==> src/rtl/datapath_seq.sv <==
// datapath_seq
// Self-sequencing W-bit datapath: register file, A/B operand registers,
// B-side shifter, ALU, result register C and {V,N,Z} status register.
// Each accepted request runs IDLE -> RDA -> RDB -> EXEC -> WB -> IDLE.
//
// Ports:
//   clk, reset          clock (rising edge), asynchronous active-high reset
//   req_valid/req_ready request handshake; ready only in IDLE
//   alu_op, shift       ALU function, shift applied to B
//   vsel                write-back source (C, pc, imm, mdata)
//   asel, bsel          force A to 0, select imm as B
//   wr_en, loads        write back to rd, update status
//   rd, rn, rm          destination, A-source, B-source registers
//   imm, pc, mdata      immediate, program counter, memory read data
//   done                one-cycle pulse during WB
//   c_out, status       register C and {V,N,Z}
module datapath_seq #(
  parameter int W    = 16,
  parameter int NREG = 8,
  parameter int PCW  = 8,
  localparam int RW  = $clog2(NREG)
) (
  input  logic           clk,
  input  logic           reset,
  input  logic           req_valid,
  output logic           req_ready,
  input  logic [1:0]     alu_op,
  input  logic [1:0]     shift,
  input  logic [1:0]     vsel,
  input  logic           asel,
  input  logic           bsel,
  input  logic           wr_en,
  input  logic           loads,
  input  logic [RW-1:0]  rd,
  input  logic [RW-1:0]  rn,
  input  logic [RW-1:0]  rm,
  input  logic [W-1:0]   imm,
  input  logic [PCW-1:0] pc,
  input  logic [W-1:0]   mdata,
  output logic           done,
  output logic [W-1:0]   c_out,
  output logic [2:0]     status
);

  typedef enum logic [2:0] {IDLE, RDA, RDB, EXEC, WB} state_t;

  state_t state, state_next;

  logic [W-1:0]  regs [NREG];
  logic [W-1:0]  a_reg, b_reg;

  logic [1:0]    op_alu, op_shift, op_vsel;
  logic          op_asel, op_bsel, op_wr_en, op_loads;
  logic [RW-1:0] op_rd, op_rn, op_rm;
  logic [W-1:0]  op_imm;

  logic [W-1:0]  a_in, b_shift, b_in, result, wb_value;
  logic          ovf;

  always_ff @(posedge clk or posedge reset) begin
    if (reset) state <= IDLE;
    else       state <= state_next;
  end

  always_comb begin
    state_next = state;
    req_ready  = 1'b0;
    unique case (state)
      IDLE: begin
        req_ready = 1'b1;
        if (req_valid) state_next = RDA;
      end
      RDA:     state_next = RDB;
      RDB:     state_next = EXEC;
      EXEC:    state_next = WB;
      WB:      state_next = IDLE;
      default: state_next = IDLE;
    endcase
  end

  // done is registered so it is high for exactly the cycle spent in WB.
  always_ff @(posedge clk or posedge reset) begin
    if (reset) done <= 1'b0;
    else       done <= (state_next == WB);
  end

  // The whole request (except pc and mdata, which are sampled at WB) is
  // frozen at accept so later input changes cannot disturb the operation.
  always_ff @(posedge clk or posedge reset) begin
    if (reset) begin
      op_alu   <= '0;
      op_shift <= '0;
      op_vsel  <= '0;
      op_asel  <= 1'b0;
      op_bsel  <= 1'b0;
      op_wr_en <= 1'b0;
      op_loads <= 1'b0;
      op_rd    <= '0;
      op_rn    <= '0;
      op_rm    <= '0;
      op_imm   <= '0;
    end else if (req_valid && req_ready) begin
      op_alu   <= alu_op;
      op_shift <= shift;
      op_vsel  <= vsel;
      op_asel  <= asel;
      op_bsel  <= bsel;
      op_wr_en <= wr_en;
      op_loads <= loads;
      op_rd    <= rd;
      op_rn    <= rn;
      op_rm    <= rm;
      op_imm   <= imm;
    end
  end

  always_comb begin
    a_in    = op_asel ? '0 : a_reg;
    b_shift = b_reg;
    unique case (op_shift)
      2'b00: b_shift = b_reg;
      2'b01: b_shift = {b_reg[W-2:0], 1'b0};
      2'b10: b_shift = {1'b0, b_reg[W-1:1]};
      2'b11: b_shift = {b_reg[W-1], b_reg[W-1:1]};
      default: b_shift = b_reg;
    endcase
    b_in = op_bsel ? op_imm : b_shift;

    // Signed overflow: for ADD the operands agree in sign and the result
    // does not; for SUB the operands differ and the result leaves A's sign.
    result = '0;
    ovf    = 1'b0;
    unique case (op_alu)
      2'b00: begin
        result = a_in + b_in;
        ovf    = (a_in[W-1] == b_in[W-1]) && (result[W-1] != a_in[W-1]);
      end
      2'b01: begin
        result = a_in - b_in;
        ovf    = (a_in[W-1] != b_in[W-1]) && (result[W-1] != a_in[W-1]);
      end
      2'b10: result = a_in & b_in;
      2'b11: result = ~b_in;
      default: result = '0;
    endcase
  end

  always_comb begin
    wb_value = c_out;
    unique case (op_vsel)
      2'b00: wb_value = c_out;
      2'b01: wb_value = W'(pc);
      2'b10: wb_value = op_imm;
      2'b11: wb_value = mdata;
      default: wb_value = c_out;
    endcase
  end

  always_ff @(posedge clk or posedge reset) begin
    if (reset) begin
      a_reg  <= '0;
      b_reg  <= '0;
      c_out  <= '0;
      status <= 3'b000;
    end else begin
      if (state == RDA) a_reg <= regs[op_rn];
      if (state == RDB) b_reg <= regs[op_rm];
      if (state == EXEC) begin
        c_out <= result;
        if (op_loads) status <= {ovf, result[W-1], (result == '0)};
      end
    end
  end

  always_ff @(posedge clk or posedge reset) begin
    if (reset) begin
      for (int i = 0; i < NREG; i++) regs[i] <= '0;
    end else if (state == WB && op_wr_en) begin
      regs[op_rd] <= wb_value;
    end
  end

endmodule
==> config.mk <==
export PLATFORM = sky130hd
export DESIGN_NAME = datapath_seq
export DESIGN_NICKNAME = d
export VERILOG_FILES = /design/src/rtl/datapath_seq.sv
export SDC_FILE = /design/constraint.sdc
export NUM_CORES = 1
export LEC_CHECK = 0
export CAP_MARGIN = 15
export CORE_ASPECT_RATIO = 1.5
export CORE_MARGIN = 8
export CORE_UTILIZATION = 50
export DETAILED_ROUTE_END_ITERATION = 6
export GPL_TIMING_DRIVEN = 0
export PLACE_DENSITY_LB_ADDON = 0.25
export SLEW_MARGIN = 0
export SYNTH_ARGS = -nofsm -noshare
export SYNTH_HDL_FRONTEND = slang
export SYNTH_SLANG_ARGS = --single-unit
==> constraint.sdc <==
create_clock -name clk -period 9.2 [get_ports clk]
set_input_delay 0.92 -clock clk [delete_from_list [all_inputs] [get_ports clk]]
set_output_delay 0.92 -clock clk [all_outputs]
set_load 0.05 [all_outputs]
# Word-level counts from Yosys, hierarchy flattened
# Cells that the tools add are included.
[word_totals] out_inout_bits=21 in_bits=62 elab_cells=83 regBits=218
[op_classes] eq_ne=18 n_reduce_logical=11 n_addsub=2 n_lt_le_gt_ge=4 bitwise=5 mux=18
[ops] cell="16-bit one-hot mux with 4 select lines" count=3
[ops] cell="128-bit bitwise mux" count=1
[ops] cell="16-bit 2-to-1 mux" count=7
[ops] cell="16-bit binary-select mux with 3-bit select" count=2
[ops] cell="16-bit demux with 3-bit select" count=1
[ops] cell="16-bit adder" count=1
[ops] cell="16-bit bitwise AND" count=1
[ops] cell="16-bit logical NOT" count=1
[ops] cell="16-bit inverter" count=1
[ops] cell="16-bit subtractor" count=1
[ops] cell="2-bit equality test, second input constant" count=6
[ops] cell="4-bit >= comparator, second input constant" count=3
[ops] cell="3-bit inverter with 4-bit output" count=3
[ops] cell="3-bit one-hot mux with 4 select lines" count=1
[ops] cell="2-bit by 1-bit equality test with 1-bit output, second input constant" count=3
[ops] cell="3-bit by 2-bit equality test with 1-bit output, second input constant" count=2
[ops] cell="3-bit equality test, second input constant" count=2
[ops] cell="2-bit logical NOT" count=3
[ops] cell="1-bit logical AND" count=5
[ops] cell="4-bit by 1-bit less-than comparator with 1-bit output, second input constant" count=1
[ops] cell="3-bit by 1-bit equality test with 1-bit output, second input constant" count=1
[ops] cell="3-bit logical NOT" count=1
[ops] cell="3-bit 2-to-1 mux" count=1
[ops] cell="1-bit inequality test" count=3
[ops] cell="other kinds (4)" count=4

# Depth between registers and ports, before layout
[logic_depth] ltp_word=7 mapped_depth=17 ltp_nobuf=16

# Worst setup path before layout
# Ideal clock, no wire load.
[synth_path] path_type="reg2reg" startpoint="register op_shift[1]" endpoint="register status[0]" n_path_buf=1 arrival_time_ns=3.314 path_slack_ns=5.764 stages_incl_launch_ff=17 cell_sequence="dfrtp_1 buf_4 nor3b_1 a21oi_1 o21ai_0 ha_1 inv_1 fa_1 nand2b_1 a221oi_2 o311a_1 o21ai_1 nor4b_1 a2bb2oi_1 o311ai_0 and4_1 a32o_1"
[synth_between] elab_chain_len=6
[synth_lines] element="start: declaration" line_no="52" text="logic [1:0] op_alu, op_shift, op_vsel;"
[synth_lines] element="start signal: assignment" line_no="104" text="op_shift <= shift;"
[synth_lines] element="2-bit equality test (tied with other cells)" line_no="120" text="unique case (op_shift)"
[synth_lines] element="16-bit one-hot mux with 4 select lines (*)" line_no="120"
[synth_lines] element="16-bit 2-to-1 mux (*)" line_no="127" text="b_in = op_bsel ? op_imm : b_shift;"
[synth_lines] element="16-bit subtractor (tied with other cells)" line_no="139" text="result = a_in - b_in;"
[synth_lines] element="16-bit one-hot mux with 4 select lines (*)" line_no="133" text="unique case (op_alu)"
[synth_lines] element="16-bit logical NOT (*)" line_no="170" text="if (op_loads) status <= {ovf, result[W-1], (result == '0)};"
[synth_lines] element="end signal: assignment" line_no="170"
[synth_lines] element="end: declaration" line_no="42" text="output logic [2:0] status"
# Mark *: on every way between the ends. The rest lies on a longest branch, timed or not.
# A chain may end at the register's enable or synchronous reset.

# Final worst setup path
[layout_path] startpoint="register op_shift[0]" endpoint="register status[0]"
# Same word-level chain as after synthesis.

==> results.json <==
{
  "maxCapViolations": 0,
  "max-slew-margin-rel": 0.315,
  "clock.fmax_mhz": 230,
  "cts_hold_buf": 0,
  "postRouteAntennaNets": 0,
  "die_area_um2": 31100,
  "ys_warn_count": 0,
  "critPathKind": "reg2reg",
  "path_buf_inv": 2,
  "wirelength_um": 37300,
  "grt-ovfl-total": 0,
  "grt_pass1_wl_um": 58800,
  "setup_viol": 0,
  "via_per_inst": 5.95,
  "initial_utilization": 0.509,
  "cts_made_buffers": 24,
  "design.core.area_um2": 25100,
  "hold_ws_ns": 0.492,
  "rsz0062_at_grt": "no",
  "crit_chain": "buf_6 -> mux2i_1 -> o21ai_1 -> mux2i_1 -> inv_1 -> ha_1 -> a211oi_2 -> nor2_1 -> xnor2_1 -> mux4_2 -> nor3_1 -> o2111ai_1 -> nor4_1 -> and4_1 -> a32o_1",
  "rows": 71,
  "fin_worst_skew_ns": 0.0244,
  "syn_inst": 1161,
  "crit_family": "multiplexers",
  "post-synth-top-count-cell": "dfrtp_1",
  "yosys.area.top_type": "dfrtp_1",
  "grtUsageTotal": 0.244,
  "grt_start_max_net_pins": 123,
  "drc_errors": 0,
  "hp-class": "reg2reg",
  "fin_nets": 1365,
  "ios": 83,
  "crit_top_cell": "mux2i_1",
  "synth.avg_cell_area_um2": 11.0,
  "multi_input_area_um2": 6810,
  "cts_max_path_buffers": 3,
  "seq_area_um2": 5460,
  "synth.distinct_cells": 73,
  "start_kind": "register",
  "synth-seq-area-share": 0.427,
  "dp_hpwl_um": 28800,
  "synthFlopType": "dfrtp_1",
  "die_w_um": 147,
  "htreeDepth": 1,
  "drt_iter0_markers": 528,
  "crit_path_end_kind": "register",
  "gp_congestion": 0.927,
  "worstPathMaxFanout": 10,
  "cts_root_buf": "clkbuf_16",
  "clk_pin_slew_ns": 0.07,
  "via_count": 9615,
  "slowest_delay_ns": 0.51,
  "fill_cells": 2105,
  "period_needed_ns": 4.36,
  "synth_common_cells": "dfrtp_1 (218), nor2_1 (107), a21oi_1 (103)",
  "cts_sinks": 218,
  "grt_pass1_vias": 10200,
  "routedWlPerCell_um": 23.1,
  "drt_first_pass_iters": 5,
  "synth-edff-count": 0,
  "cts_resized": 0,
  "die_h_um": 212,
  "antennaDiodeCount": 0,
  "clock_latency_ns": 0.54,
  "status": "finished, final reports clean",
  "required_ns": 9.65,
  "async_flop_share": 1.00,
  "hold_viol": 0,
  "syn_area_um2": 12800,
  "cp.arrival_ns": 4.81,
  "antenna_found_initial": 0,
  "synth.net_count": 1256,
  "drv_slew": 0,
  "synth.area.top_cells": "dfrtp_1 (43%), mux4_2 (13%), mux2_2 (8.6%)",
  "synth_top_area_frac": 0.427,
  "period_share": 0.473,
  "synth_seq_cells": 218,
  "port_buffers": 82,
  "crit_path_top_delay_cell": "nor4_1",
  "cts_setup_buffers": 0,
  "drive_above_1_share": 0.197,
  "largest_reg_flops": 128,
  "cts_tree": "done",
  "syn2layout_area_growth_pct": 16.4,
  "regMostFlops": "regs",
  "tightest_slew_ns": 1.03
}
-- per-layer routing --
layer	track usage	part of all wire	vias to the layer above	wire length (um)
met4	0.127	0.050	0	1860
met3	0.0267	0.032	89	1190
li1	-	-	4437	-
met2	0.455	0.54	216	20000
met5	0	0	-	0
met1	0.268	0.38	4873	14200
-- area by class of cell --
class | instances | area share
flip-flops and latches | 218 | 0.366
multi-input cells | 823 | 0.457
repair buffers | 83 | 0.0570
plain buffers | 82 | 0.0255
clock buffers | 28 | 0.0448
clock inverters | 16 | 0.0112
well taps | 328 | 0.0276
inverters | 38 | 0.0101
-- worst paths after layout --
kind / from / endpoint / slack (ns) / depth (start not counted)
worst max register to register: op_shift[0] / status[0] / 4.84 / 15
min in group asynchronous: reset / regs[21] / 0.96 / 2
worst max-delay path: op_shift[0] / status[0] / 4.84 / 15
max in group asynchronous: reset / status[0] / 7.26 / 3
worst min register to register: status[1] / status[1] / 0.49 / 2
worst min-delay path: status[1] / status[1] / 0.49 / 2
-- cells by family (layout without fill, tap and decap cells) --
logic type      count (synthesis)  after routing  synth area share
xor+xnor                       15             15            0.0103
mux                           234            234             0.265
buf+inv                       120            247            0.0408
flops                         218            218             0.427
simple gates                  295            295             0.106
compound gates                246            246             0.117
fa+ha+maj                      33             33            0.0335
-- worst reg2reg max path: cells and delay by family (launching register included) --
kind | cells | cell delay [ns]
adders and majority gates | 1 | 0.34
xor gates and xnor gates | 1 | 0.14
buffers and inverters | 2 | 0.32
and+or+nand+nor | 4 | 1.06
DFF | 1 | 0.36
AOI/OAI and AO/OA | 4 | 0.92
muxes | 3 | 1.12
-- layout by cell type (no fill, tap or decap), types with 8 or more instances in the layout --
cell type,count
clkdlybuf4s50_1,82
o21ai_0,66
a21oi_1,103
mux2i_1,61
buf_2,9
nor2_1,107
inv_1,34
ha_1,31
xnor2_1,13
buf_1,11
dfrtp_1,218
mux4_2,74
nor2b_1,26
clkbuf_16,25
nor3_1,12
clkbuf_1,52
mux2_2,98
nand3_1,8
nand2_1,98
-- stage by stage --
stage | cells | setup TNS, ns | instance area [um^2] | worst slack, ns | util
final | 1616 | 0 | 14900 | 4.84 | 0.592
after global routing | 1616 | 0 | 14900 | 4.52 | 0.592
after CTS | 1616 | 0 | 14900 | 4.89 | 0.592
after detailed placement | 1572 | 0 | 14100 | 4.93 | 0.559
after global placement | 1571 | -86.11 | 14000 | -0.419 | 0.558
after floorplan | 1161 | 0 | 12800 | 2.32 | -
Power is not shown: default switching activity piles up to over one toggle a cycle in this logic, so the estimate is an artifact.
